### src/rtl/port_skid_pkg.sv
// Shared types and constants for the per-channel skid buffer.
package port_skid_pkg;

    // Channel occupancy states; the encoding doubles as the occupancy count.
    typedef enum logic [1:0] {
        StEmpty = 2'd0,
        StOne   = 2'd1,
        StFull  = 2'd2
    } skidState_t;

    localparam logic [1:0] CountEmpty = 2'd0;
    localparam logic [1:0] CountOne   = 2'd1;
    localparam logic [1:0] CountFull  = 2'd2;

    // Map a channel state to its occupancy count.
    function automatic logic [1:0] stateCount(input skidState_t s);
        logic [1:0] c;
        c = CountEmpty;
        unique case (s)
            StEmpty: c = CountEmpty;
            StOne:   c = CountOne;
            StFull:  c = CountFull;
            default: c = CountEmpty;
        endcase
        return c;
    endfunction

endpackage

### src/rtl/port_skid_chan.sv
// One channel of the skid buffer: main/skid registers, registered handshakes
// and an optional upstream stability checker.
module port_skid_chan #(
    parameter int unsigned WIDTH     = 8,
    parameter int unsigned ERR_CHECK = 1
) (
    input  logic             clk,
    input  logic             rst_n,
    input  logic             inValid,
    input  logic [WIDTH-1:0] inData,
    output logic             inReady,
    output logic             outValid,
    output logic [WIDTH-1:0] outData,
    input  logic             outReady,
    output logic [1:0]       count,
    output logic             err
);
    import port_skid_pkg::*;

    skidState_t       stateQ, stateD;
    logic             inReadyQ, inReadyD;
    logic             outValidQ, outValidD;
    logic [WIDTH-1:0] mainQ, skidQ;
    logic             inXfer, outXfer;
    logic             loadMainIn, loadMainSkid, loadSkid;

    assign inXfer  = inValid & inReadyQ;
    assign outXfer = outValidQ & outReady;

    // State register
    always_ff @(posedge clk or negedge rst_n) begin
        if (!rst_n) begin
            stateQ <= StEmpty;
        end else begin
            stateQ <= stateD;
        end
    end

    // Next-state logic
    always_comb begin
        stateD = stateQ;
        unique case (stateQ)
            StEmpty: begin
                if (inXfer) stateD = StOne;
            end
            StOne: begin
                if (inXfer && !outXfer)      stateD = StFull;
                else if (!inXfer && outXfer) stateD = StEmpty;
            end
            StFull: begin
                if (outXfer) stateD = StOne;
            end
            default: stateD = StEmpty;
        endcase
    end

    // Datapath load enables and next handshake values
    always_comb begin
        loadMainIn   = 1'b0;
        loadMainSkid = 1'b0;
        loadSkid     = 1'b0;
        unique case (stateQ)
            StEmpty: loadMainIn = inXfer;
            StOne: begin
                loadMainIn = inXfer & outXfer;
                loadSkid   = inXfer & ~outXfer;
            end
            StFull:  loadMainSkid = outXfer;
            default: ;
        endcase
        // Handshakes are registered, so they look at the state being entered.
        inReadyD  = (stateD != StFull);
        outValidD = (stateD != StEmpty);
    end

    // Data and handshake registers; in_ready stays low through the release edge
    always_ff @(posedge clk or negedge rst_n) begin
        if (!rst_n) begin
            mainQ     <= '0;
            skidQ     <= '0;
            inReadyQ  <= 1'b0;
            outValidQ <= 1'b0;
        end else begin
            if (loadMainIn)        mainQ <= inData;
            else if (loadMainSkid) mainQ <= skidQ;
            if (loadSkid)          skidQ <= inData;
            inReadyQ  <= inReadyD;
            outValidQ <= outValidD;
        end
    end

    assign inReady  = inReadyQ;
    assign outValid = outValidQ;
    assign outData  = mainQ;
    assign count    = stateCount(stateQ);

    if (ERR_CHECK != 0) begin : gen_err
        logic             stallQ;
        logic [WIDTH-1:0] heldQ;
        logic             errQ, errD;

        // Flag a stalled offer that is withdrawn or altered on the next cycle
        always_comb begin
            errD = errQ | (stallQ & (~inValid | (inData != heldQ)));
        end

        // Remember last cycle's stall and data; error flag is sticky
        always_ff @(posedge clk or negedge rst_n) begin
            if (!rst_n) begin
                stallQ <= 1'b0;
                heldQ  <= '0;
                errQ   <= 1'b0;
            end else begin
                stallQ <= inValid & ~inReadyQ;
                heldQ  <= inData;
                errQ   <= errD;
            end
        end

        assign err = errQ;
    end else begin : gen_no_err
        assign err = 1'b0;
    end

endmodule

### src/rtl/port_skid_buffer.sv
// Multi-channel skid buffer: NUM_CH independent two-entry channels.
module port_skid_buffer #(
    parameter int unsigned WIDTH     = 8,
    parameter int unsigned NUM_CH    = 2,
    parameter int unsigned ERR_CHECK = 1
) (
    input  logic                    clk,
    input  logic                    rst_n,
    input  logic [NUM_CH-1:0]       in_valid,
    input  logic [NUM_CH*WIDTH-1:0] in_data,
    output logic [NUM_CH-1:0]       in_ready,
    output logic [NUM_CH-1:0]       out_valid,
    output logic [NUM_CH*WIDTH-1:0] out_data,
    input  logic [NUM_CH-1:0]       out_ready,
    output logic [NUM_CH*2-1:0]     count,
    output logic [NUM_CH-1:0]       err
);
    import port_skid_pkg::*;

    for (genvar c = 0; c < NUM_CH; c++) begin : gen_ch
        port_skid_chan #(
            .WIDTH     (WIDTH),
            .ERR_CHECK (ERR_CHECK)
        ) u_chan (
            .clk      (clk),
            .rst_n    (rst_n),
            .inValid  (in_valid[c]),
            .inData   (in_data[c*WIDTH +: WIDTH]),
            .inReady  (in_ready[c]),
            .outValid (out_valid[c]),
            .outData  (out_data[c*WIDTH +: WIDTH]),
            .outReady (out_ready[c]),
            .count    (count[c*2 +: 2]),
            .err      (err[c])
        );
    end

endmodule

### config.mk
export PLATFORM = sky130hd
export DESIGN_NAME = port_skid_buffer
export DESIGN_NICKNAME = d
export VERILOG_FILES = /design/src/rtl/port_skid_pkg.sv /design/src/rtl/port_skid_chan.sv /design/src/rtl/port_skid_buffer.sv
export SDC_FILE = /design/constraint.sdc
export NUM_CORES = 1
export LEC_CHECK = 0
export ABC_CLOCK_PERIOD_IN_PS = 1700
export CELL_PAD_IN_SITES_DETAIL_PLACEMENT = 0
export CELL_PAD_IN_SITES_GLOBAL_PLACEMENT = 1
export CORE_AREA = 3 3 88 90
export DETAILED_ROUTE_END_ITERATION = 10
export DIE_AREA = 0 0 91 93
export GPL_TIMING_DRIVEN = 0
export PLACE_DENSITY = 0.75
export SKIP_CTS_REPAIR_TIMING = 1
export SYNTH_ARGS = -nofsm -noshare
export SYNTH_HDL_FRONTEND = slang
export SYNTH_SLANG_ARGS = --single-unit
export TNS_END_PERCENT = 30
### constraint.sdc
create_clock -name clk -period 1.7 [get_ports clk]
set_clock_uncertainty 0.2 [all_clocks]
set_input_delay 0.255 -clock clk [delete_from_list [all_inputs] [get_ports clk]]
set_output_delay 0.255 -clock clk [all_outputs]
set_load 0.01 [all_outputs]
### Yosys cells after proc, flatten, opt, wreduce, memory -nomap -nowiden

Cells that the tools add are included.

* equal/unequal tests: 8
* mux-type cells: 22
* bitwise operators: 22
* reduce and logical (&&, ||, !) cells: 14

Operator list (count)
* two-way mux 8 bit: 4
* two-way mux 2 bit: 8
* inequality test 8 bit: 2
* AND 1 bit: 12
* case mux 2 bit (3 select lines): 2
* case mux 2 bit (2 select lines): 2
* nonzero test 2 bit: 4
* inverter 1 bit: 6
* == test 2 x 1 -> 1 bit, second input constant: 2
* == test 2 bit, second input constant: 2
* logical AND 1 bit: 4
* logical NOT 1 bit: 4
* logical NOT 2 bit: 2
* two-way mux 1 bit: 4
* inequality test 2 bit, second input constant: 2
* OR 1 bit: 4
* case mux 1 bit (2 select lines): 2

* register bits: 60
* input bits: 22
* output and inout port bits: 26

### Depth between registers and ports, before layout

* depth after elaboration: 7
* depth in mapped cells: 4
* gate-level depth less buffers: 4

### By module

From an unflattened synthesis, not the netlist that was laid out.

* cell total of the unflattened synthesis: 176
* area total of the unflattened synthesis: 2469.9 µm²

By module, submodules not included
* port_skid_chan: times used 2, cells an instance 88, area an instance 1234.9 µm²

### Least setup slack after synthesis

Ideal clock, no wire load.

* path type: reg-to-reg
* start point: reg gen_ch[1].u_chan.outValidQ
* end point: reg gen_ch[1].u_chan.skidQ[0]
* library setup time: 125 ps
* arrival: 1426 ps
* setup slack: -51 ps
* stages on the path, launching flop included: 5
* cells stage by stage: dfrtp_1 a21boi_4 or3b_1 buf_6 mux2_4

* word-level cells in the longest chain between the ends: 4

RTL lines
* start, declared: RTL line port_skid_chan.sv:22 `logic outValidQ, outValidD;`
* start signal, assigned: RTL line port_skid_chan.sv:88 `outValidQ <= outValidD;`
* AND 1 bit: RTL line port_skid_chan.sv:28 `assign outXfer = outValidQ & outReady;`
* inverter 1 bit: RTL line port_skid_chan.sv:66 `loadSkid = inXfer & ~outXfer;`
* AND 1 bit: RTL line port_skid_chan.sv:66
* two-way mux 1 bit: RTL line port_skid_chan.sv:62 `unique case (stateQ)`
* end signal, assigned: RTL line port_skid_chan.sv:86 `if (loadSkid) skidQ <= inData;`
* end, declared: RTL line port_skid_chan.sv:23 `logic [WIDTH-1:0] mainQ, skidQ;`

No other way between the ends.
A chain may end at the register's enable or synchronous reset.

### Worst setup path after layout

* start point: in out_ready[1]
* end point: reg gen_ch[1].u_chan.skidQ[5]

* word-level cells in the longest chain between the ends: 4

RTL lines
* start, declared: RTL line port_skid_buffer.sv:14 `input logic [NUM_CH-1:0] out_ready,`
* AND 1 bit: RTL line port_skid_chan.sv:28
* inverter 1 bit: RTL line port_skid_chan.sv:66
* AND 1 bit: RTL line port_skid_chan.sv:66
* two-way mux 1 bit: RTL line port_skid_chan.sv:62

No other way between the ends.

==> metrics.csv <==
metric,value,unit
clock-sinks,60,
setup-violations-final,8,
cts_root_buffer,clkbuf_8,
end_kind,flop,
drtIter0Drc,28,
drtAntennaViolNets,0,
power_density,1660,mW/mm^2
areaGrowthSynthToFinish,38.9,%
syn_nets,201,
row_count,31,
critPathMaxFanout,10,
finalPower,5680,uW
synth_top_area_share,0.609,
failed_checks,setup timing,
yosysSeqAreaShare,0.609,
worst_ep_arrival_time,1900,ps
fp.coreArea,0.00714,sq mm
hp-class,in -> async,
period_needed,1880,ps
synth_commonest_cells,"60 x dfrtp_1, 18 x and2_1, 17 x xor2_1, 16 x a221o_1, 10 x mux2_2",
antenna_found_initial,0,
rrSetupSlack,-170,ps
outcome,finished with violations,
htree_num_levels,3,
final.setup.tns,-1240,ps
leakage,0.00172,uW
hold_viol,0,
path_clk_slew,70,ps
final_nets,263,
max_slew.worst_pin.slew,481,ps
synth_edf_count,0,
postSynthAreaPerCell,13.8,sq um
yosysUniqueCellTypes,29,
vias,1622,
rsz0062_at_grt,true,
drive_gt1_frac,0.276,
die_h,93,um
yosysWarnings,0,
synth_flop_cell,dfrtp_1,
fin_crit_sh,1.11,
cts_buffer_depth,2,
irDropWorstVdd,753,uV
slew_headroom,0.679,
via_per_inst,4.70,
yosysTopAreaCell,dfrtp_1,
gp_congestion,0.761,
syn_area,0.00247,sq mm
hpwl,3260,um
critPathRequiredTime,1720,ps
grt_max_degree,41,
dp_cells,326,
drv_cap,0,
overflow,0,
slew_viol_final,0,
antennaDiodeCount,0,
die_area,0.00846,sq mm
worstSetupStartpointType,input pin,
fillers,690,
grt_pass1_wl,8110,um
routedWlPerCell,14.6,um
fp.dieW,91,um
first_pass_iters,4,
layout_setup_ws,-180,ps
critical_path_class,in -> reg,
synthCells,179,
grt_pass1_vias,1670,
numCtsBuffers,9,
cts_tree,yes,
regArea,0.00151,sq mm
grt_usage,0.124,
clk-insertion-delay-late,330,ps
yosysMostFrequentCell,dfrtp_1,
async_reset_ff_frac,1.00,
synth_area_leaders,"dfrtp_1 61%, a221o_1 6.5%, xor2_1 6.0%, and2_1 4.6%, mux2_2 4.6%",
multiInputGateArea,980,sq um
fin_cells,345,
start_util,0.346,
route.detailed.drc,0,
ios,48,
placed_area,0.00308,sq mm
timing.fmax,532,MHz
io_buffer_count,47,
post-route-util,0.480,
final_area,0.00343,sq mm
totalWireLength,5030,um
ys_ff_latch,60,
==> worst paths after layout <==
kind | start | end | depth (start not counted)
worst min register to register | gen_ch[0].u_chan.inReady | gen_ch[0].u_chan.gen_err.stallQ | 1
max in group asynchronous | rst_n | gen_ch[1].u_chan.stateQ[1] | 3
min in group clk | in_data[10] | gen_ch[1].u_chan.gen_err.heldQ[2] | 1
worst max register to register | gen_ch[1].u_chan.outValid | gen_ch[1].u_chan.skidQ[5] | 4
worst max-delay path | out_ready[1] | gen_ch[1].u_chan.skidQ[5] | 5
worst min-delay path | rst_n | gen_ch[0].u_chan.outData[5] | 2
==> worst max-delay path, stage by stage <==
cell             delay, ps
clkdlybuf4s50_1        490
a21boi_4               270
or3b_4                 420
buf_6                  170
mux2_4                 300
==> registers in the layout, summed over array words and instances (netlist names) <==
| register | flops |
|---|---|
| gen_ch.u_chan.err | 2 |
| gen_ch.u_chan.gen_err.heldQ | 16 |
| gen_ch.u_chan.gen_err.stallQ | 2 |
| gen_ch.u_chan.inReady | 2 |
| gen_ch.u_chan.outData | 16 |
| gen_ch.u_chan.outValid | 2 |
| gen_ch.u_chan.skidQ | 16 |
| gen_ch.u_chan.stateQ | 4 |
==> cell type report <==
cell class | instances | area share
sequential | 60 | 0.439
multi-input combinational | 110 | 0.286
timing repair buffer | 52 | 0.162
clock buffer | 12 | 0.0453
tap | 99 | 0.0361
buffer | 7 | 0.0164
clock inverter | 4 | 0.0139
inverter | 1 | 0.00109
==> metal layers <==
| metal | GRT usage | vias to the layer above | wire (um) |
|---|---|---|---|
| li1 | - | 763 | - |
| met1 | 0.150 | 805 | 2400 |
| met2 | 0.200 | 48 | 2290 |
| met3 | 0.0555 | 6 | 282 |
| met4 | 0.0339 | 0 | 58 |
| met5 | 0 | - | 0 |
==> logic make-up after synthesis <==
family,synth area share
buffers and inverters,0.0259
flip-flops,0.609
AO/OA/AOI/OAI,0.101
multiplexers,0.0882
AND/OR/NAND/NOR,0.116
XOR/XNOR,0.0603
==> where the power goes <==
part,leakage (uW),switching (uW),internal (uW),total [uW]
Clock,0.000102,548,752,1300
Sequential,0.000708,314,1940,2250
Combinational,0.000912,854,1270,2120
Total,0.00172,1720,3960,5680
==> through the flow <==
stage	hold slack (ps)	setup slack [ps]
3_5_place_dp	41.8	-705
4_1_cts	-321	-428
2_1_floorplan	-241	-25.5
5_1_grt	240	-234
6_report	212	-180
3_3_place_gp	265	-1710
==> cells in the final DEF (no fill, tap or decap), types with 3 or more instances in the layout <==
cell and instances:
a221o_1 16, nor2b_1 4, xor2_1 17, buf_4 14
nand2_1 7, clkbuf_8 11, clkdlybuf4s50_1 20, nor2_1 3
dfrtp_1 57, and2_1 18, mux2_2 10, dlymetal6s2s_1 20
dfrtp_2 3, mux2_4 7
No activity file was read; power rests on OpenSTA's default activity.
